`src/rtl/destination_register_mux.sv`:
```
// Destination-register selector: picks rt, rd or the link register as the
// register-file write address, with a registered copy that can be stalled
// or flushed and a write enable that drops writes aimed at register 0.
module destination_register_mux #(
    parameter int unsigned ADDR_W = 5,
    parameter logic [ADDR_W-1:0] LINK_REG = ADDR_W'(31)
) (
    input  logic              clk,
    input  logic              rst_n,
    input  logic [ADDR_W-1:0] in1,
    input  logic [ADDR_W-1:0] in2,
    input  logic              select,
    input  logic              link,
    input  logic              reg_write_in,
    input  logic              stall,
    input  logic              flush,
    output logic [ADDR_W-1:0] out,
    output logic [ADDR_W-1:0] out_q,
    output logic              reg_write_q,
    output logic              dest_zero
);

    logic [ADDR_W-1:0] dest;
    logic              we_next;

    // Destination choice: link overrides RegDst, RegDst picks rd over rt
    always_comb begin
        dest = in1;
        if (link) begin
            dest = LINK_REG;
        end else if (select) begin
            dest = in2;
        end
    end

    assign out       = dest;
    assign dest_zero = (dest == '0);
    assign we_next   = reg_write_in & ~dest_zero;

    // Pipeline copy: flush inserts a bubble and beats stall, stall holds
    always_ff @(posedge clk or negedge rst_n) begin
        if (!rst_n) begin
            out_q       <= '0;
            reg_write_q <= 1'b0;
        end else if (flush) begin
            out_q       <= '0;
            reg_write_q <= 1'b0;
        end else if (!stall) begin
            out_q       <= dest;
            reg_write_q <= we_next;
        end
    end

endmodule

```
`config.mk`:
```
export PLATFORM = sky130hd
export DESIGN_NAME = destination_register_mux
export DESIGN_NICKNAME = d
export VERILOG_FILES = /design/src/rtl/destination_register_mux.sv
export SDC_FILE = /design/constraint.sdc
export NUM_CORES = 1
export LEC_CHECK = 0
export ABC_AREA = 1
export BUFFER_PORTS_ARGS = -buffer_cell sky130_fd_sc_hd__clkbuf_2
export CAP_MARGIN = 20
export CORE_UTILIZATION = 25
export CTS_BUF_LIST = sky130_fd_sc_hd__clkbuf_4
export DETAILED_ROUTE_END_ITERATION = 7
export SLEW_MARGIN = 30
export SYNTH_ARGS = -nofsm -noshare
export SYNTH_HDL_FRONTEND = slang
export SYNTH_SLANG_ARGS = --single-unit
export TNS_END_PERCENT = 5
```
`constraint.sdc`:
```
create_clock -name clk -period 1.35 [get_ports clk]
set_input_delay 0.135 -clock clk [delete_from_list [all_inputs] [get_ports clk]]
set_output_delay 0.135 -clock clk [all_outputs]
set_load 0.005 [all_outputs]
```
==> impl_metrics.py, run 1 <==
metrics = {
    "clocking": {
        "tritoncts": "done",
        "h-tree-depth": 1,
        "clk_pin_slew_ps": 40,
        "clock_latency_ps": 240,
        "cts.sinks": 6,
        "ctsLongestPathBuffers": 2,
        "numCtsBuffers": 3,
        "cts_root_buf": "clkbuf_4",
    },
    "floorplan": {
        "start_util": 0.280,
        "fp.dieArea_um2": 1690,
        "ios": 29,
        "die-width_um": 41.1,
        "die_h_um": 41.1,
        "core_area_um2": 1370,
        "rows": 13,
    },
    "timing": {
        "slew_headroom": 0.769,
        "rsz0062_at_grt": "no",
        "fin_crit_sh": 0.772,
        "hold_viol": 0,
        "fin_setup_tns_ps": 0,
        "finalSetupViolCount": 0,
        "fmax_ghz": 0.959,
        "drv_slew": 0,
        "fin_hold_ws_ps": 174,
        "fin_crit_ps": 1040,
        "tightest_slew_ps": 346,
        "skew_ps": 0,
    },
    "worst_setup_path": {
        "arrival_ps": 910,
        "path_class": "in2out",
        "critPathMaxFanout": 4,
        "r2r_setup_slack_ps": 640,
        "worstReg2RegEnd": "out_q[0]",
        "required_ps": 1220,
        "reg2reg_from": "out_q[0]",
        "start_kind": "primary input",
        "r2r_cells": 1,
        "cp-end-kind": "primary output",
    },
    "yosys": {
        "syn_nets": 62,
        "ys_seq_area_frac": 0.392,
        "postSynthCellCount": 45,
        "ys_seq_elements": 6,
        "synth_top_area_frac": 0.392,
        "yosys_warnings": 0,
        "netlist_area_um2": 383,
        "netlist_top_cells_area": "dfrtp_1, nand3_2, nand2_1, a22o_1, inv_1",
        "yosysTopAreaCell": "dfrtp_1",
        "synth.distinct_cells": 12,
        "synth_area_per_cell_um2": 8.51,
    },
    "detailed_routing": {
        "drtIter0Drc": 3,
        "num_vias": 393,
        "vias_per_cell": 4.27,
        "postRouteAntennaNets": 0,
        "drcViolationCount": 0,
        "drt_first_pass_iters": 4,
        "detail_route.wl_per_cell_um": 8.83,
        "drt-total-wl_um": 812,
    },
    "worst_hold_path": {
        "min_delay_path_depth": 5,
        "whs_endpoint": "reg_write_q",
        "worstHoldStart": "reg_write_in",
        "hold_path.class": "in2reg",
    },
    "finish": {
        "layout.nets": 96,
        "fillers": 158,
        "diodes": 0,
        "multi_input_area_um2": 185,
        "utilization": 0.420,
        "postLayoutCellArea_um2": 574,
        "drive_above_1_share": 0.545,
        "seq_area_um2": 150,
        "syn2layout_area_growth_pct": 50.0,
    },
    "place": {
        "place.gp.congestion": 0.670,
        "portBuffers": 28,
        "hpwl_um": 729,
        "dpl-instance-area_um2": 542,
    },
    "global_route": {
        "grt_pass1_vias": 359,
        "grt_overflow": 0,
        "antenna_found_initial": 0,
        "grt_max_degree": 8,
        "track_usage": 0.119,
        "grt_pass1_wl_um": 1330,
    },
    "power_and_ir_drop": {
        "power_density_nw_per_um2": 835,
        "irDropWorstVdd_mv": 0.218,
        "p_leak_nw": 0.349,
    },
    "run_status": {
        "status": "completed",
    },
    "run": {
        "drv_cap": 0,
    },
}
==> power by group <==
part / total (W) / internal (W) / switching [W]
Sequential: 0.000201 / 0.000194 / 0.00000734
Combinational: 0.000117 / 0.0000600 / 0.0000568
Clock: 0.000162 / 0.000100 / 0.0000617
==> worst max-delay path, cell delays in order <==
cell	delay (ps)
clkbuf_2	110
bufinv_8	200
nand3_2	100
nor2_2	130
nand3_2	90
inv_1	60
clkbuf_2	100
==> cells by family (layout without fill, tap and decap cells) <==
family | count (synthesis) | count (layout) | share of synthesized area
and+or+nand+nor | 25 | 25 | 0.379
DFF | 6 | 6 | 0.392
AOI/OAI and AO/OA | 5 | 5 | 0.105
buffers and inverters | 9 | 41 | 0.124
==> flip-flops by register name (all words and copies together), names as in the netlist <==
signal       count
out_q            5
reg_write_q      1
==> layout make-up <==
type,instances,area share
timing repair buffer,29,0.261
multi-input combinational,30,0.322
sequential,6,0.261
inverter,9,0.0828
clock buffer,3,0.0392
tap,15,0.0327
==> cells in the final DEF (no fill, tap or decap) <==
master	count
clkbuf_2	28
nand2_1	12
inv_1	7
dfrtp_1	6
nand3_2	5
nor2_1	4
a22o_1	4
clkbuf_4	3
nor2_2	2
inv_2	1
bufinv_8	1
nand2_2	1
nor3_4	1
o21ai_1	1
dlygate4sd3_1	1
==> per-layer routing <==
metal | part of all wire | global-route usage | vias up
li1 | - | - | 208
met1 | 0.46 | 0.127 | 163
met2 | 0.43 | 0.211 | 20
met3 | 0.089 | 0.0217 | 2
met4 | 0.021 | 0.0726 | 0
met5 | 0 | 0 | -
==> synth_stat cells (all sizes together) <==
cell and instances:
nand2 13, o21ai 1, bufinv 1, dfrtp 6, nor2 6, nor3 1, nand3 5, a22o 4
inv 8
==> stage by stage <==
stage / total power, W / cells / setup WS, ps
global route: 0.000524 / 92 / 210
floorplan: 0.000261 / 45 / 538
finish: 0.000480 / 92 / 307
detailed placement: 0.000321 / 88 / 289
CTS: 0.000488 / 92 / 289
global placement: 0.000319 / 88 / 299
==> worst max path at each step <==
stage	to	slack, ps	cells after the start	from
after floorplan	reg_write_q	540	6	link
after global placement	dest_zero	300	7	link
after detailed placement	dest_zero	290	7	link
after CTS	dest_zero	290	7	link
after global routing	dest_zero	210	7	link
final	dest_zero	310	7	link
==> what timing repair did <==
action	CTS	global route
buffers inserted	0	0
hold endpoints to repair	6	0
hold buffers	1	0
resized for setup	0	0
Power figures use the tool's default switching activity.
==> run 2: changes to the inputs <==
Clock period 1.35 ns to 0.8 ns, I/O delays scaled along.
==> run 2 against run 1 <==
Utilization rose by 13 points. Critical path depth unchanged. Largest power group unchanged. Clock skew unchanged. The flow now finishes with violations (negative setup slack).
==> impl_metrics.py, run 2 (synthesized netlist as in run 1, its figures left out) <==
metrics = {
    "power_and_ir_drop": {
        "pwr-share-seq": 0.374,
        "p_clk_frac": 0.298,
        "p_sw_w": 0.000248,
        "switching_share": 0.274,
        "irDropWorstVdd_mv": 0.482,
        "comb_power_share": 0.328,
        "power_density_nw_per_um2": 1200,
        "p_int_w": 0.000657,
        "p_leak_nw": 0.426,
    },
    "worst_setup_path": {
        "crit_buf_inv": 4,
        "slowest_delay_ps": 220,
        "critPathMaxFanout": 7,
        "path_class": "in2out",
        "crit_slowest_cell": "nor3_4",
        "critical-path-top-delay-family": "simple AND/OR/NAND/NOR gates",
        "cp-end-kind": "primary output",
        "path_cells": "clkbuf_16, nand2_4, inv_2, nor3_4, nand3_2, inv_1, buf_2",
        "arrival_ps": 780,
        "start_kind": "primary input",
        "required_ps": 720,
    },
    "global_route": {
        "grt_pass1_wl_um": 1660,
        "grt_max_degree": 8,
        "grt_overflow": 0,
        "grt_pass1_vias": 457,
        "track_usage": 0.154,
        "antenna_found_initial": 0,
    },
    "place": {
        "portBuffers": 28,
        "dpl-instance-area_um2": 602,
        "place.gp.congestion": 0.627,
        "dp.cells": 96,
        "hpwl_um": 784,
    },
    "clocking": {
        "h-tree-depth": 1,
        "cts.sinks": 6,
        "tritoncts": "done",
        "cts_root_buf": "clkbuf_4",
        "clk_pin_slew_ps": 40,
        "numCtsBuffers": 3,
        "clock_latency_ps": 240,
        "ctsLongestPathBuffers": 2,
    },
    "timing": {
        "rsz0062_at_grt": "yes",
        "hold_viol": 0,
        "tightest_slew_ps": 223,
        "final.setup.worst_slack_ps": -64.7,
        "slew_headroom": 0.851,
        "drv_slew": 0,
        "fin_crit_sh": 1.08,
        "fmax_ghz": 1.16,
        "fin_setup_tns_ps": -113,
        "skew_ps": 0,
        "fin_crit_ps": 865,
        "fin_hold_ws_ps": 132,
        "finalSetupViolCount": 5,
    },
    "finish": {
        "fillers": 142,
        "seq_area_um2": 150,
        "drive_above_1_share": 0.670,
        "largest_register": "out_q",
        "top_regs": "out_q: 5 flops, reg_write_q: 1 flops",
        "layout_commonest_cell": "clkbuf_2",
        "multi_input_area_um2": 240,
        "final_cell_mix": "clkbuf_2, buf_4, nand2_1",
        "diodes": 0,
        "syn2layout_area_growth_pct": 96.4,
        "final-instance-count-excl-fill": 103,
        "layout.nets": 107,
        "largest_register_ffs": 5,
        "postLayoutCellArea_um2": 752,
    },
    "floorplan": {
        "die_h_um": 41.1,
        "ios": 29,
        "core_area_um2": 1370,
        "die-width_um": 41.1,
        "start_util": 0.280,
        "rows": 13,
        "fp.dieArea_um2": 1690,
    },
    "detailed_routing": {
        "detail_route.wl_per_cell_um": 10.3,
        "drcViolationCount": 0,
        "num_vias": 454,
        "vias_per_cell": 4.41,
        "drt-total-wl_um": 1060,
        "postRouteAntennaNets": 0,
        "drtIter0Drc": 4,
        "drt_first_pass_iters": 2,
    },
    "worst_hold_path": {
        "hold_path.class": "in2reg",
    },
    "run_status": {
        "violations": "negative setup slack",
        "status": "finished, violations left",
    },
    "run": {
        "drv_cap": 0,
    },
}
run 2: cell count changes in the layout (fill, tap and decap cells not counted), moves of 2 or more:
cell       change
buf_4         +10
nand2_1        -5
clkbuf_2       -3
nand2_2        +3
nand3_2        -3
nand3_4        +3
clkbuf_16      +2
nand2_4        +2
nor2_2         -2
nor2_4         +2
run 2: area by class of cell:
type	count	share of cell area
multi-input cells	30	0.319
repair buffers	40	0.368
clock buffers	3	0.0300
well taps	15	0.0250
flip-flops and latches	6	0.200
inverters	9	0.0582
run 2: what timing repair did:
action                                  in CTS  in global routing
endpoints found under the setup margin       9                  9
pin swaps                                    5                  0
hold endpoints to repair                     6                  0
gates cloned                                 0                  0
gates resized for setup                     22                  1
buffers inserted                             3                  0
hold buffers                                 1                  0
run 2: path summary, 6_finish.rpt:
kind / start / endpoint / slack, ps / depth (start not counted)
hold / removal: reg_write_in / reg_write_q / 130 / 5
min in group asynchronous: rst_n / out_q[1] / 210 / 2
max in group asynchronous: rst_n / out_q[0] / 440 / 2
hold reg to reg: reg_write_q / reg_write_q / 480 / 2
setup reg to reg: out_q[3] / out_q[3] / 100 / 1
setup / recovery: select / dest_zero / -60 / 7
run 2: routing by layer:
layer | GRT usage | up-vias | wire length (um)
met5 | 0 | - | 0
li1 | - | 232 | -
met1 | 0.131 | 204 | 392
met2 | 0.324 | 18 | 608
met4 | 0.0887 | 0 | 0
met3 | 0.0217 | 0 | 62
run 2: per-stage QoR:
stage / worst slack, ps / power (W) / utilization
global route: -124 / 0.000967 / 0.550
CTS: -47.3 / 0.000916 / 0.550
finish: -64.7 / 0.000905 / 0.550
floorplan: 42.9 / 0.000440 / -
global placement: -86.6 / 0.000575 / 0.440
detailed placement: -105 / 0.000577 / 0.440
run 2: power by group through the flow:
stage / Clock [W] / Sequential (W) / Combinational (W)
2_1_floorplan: 0 / 0.000344 / 0.0000958
3_3_place_gp: 0 / 0.000342 / 0.000232
3_5_place_dp: 0 / 0.000343 / 0.000234
4_1_cts: 0.000282 / 0.000338 / 0.000296
5_1_grt: 0.000297 / 0.000341 / 0.000329
6_report: 0.000270 / 0.000338 / 0.000297
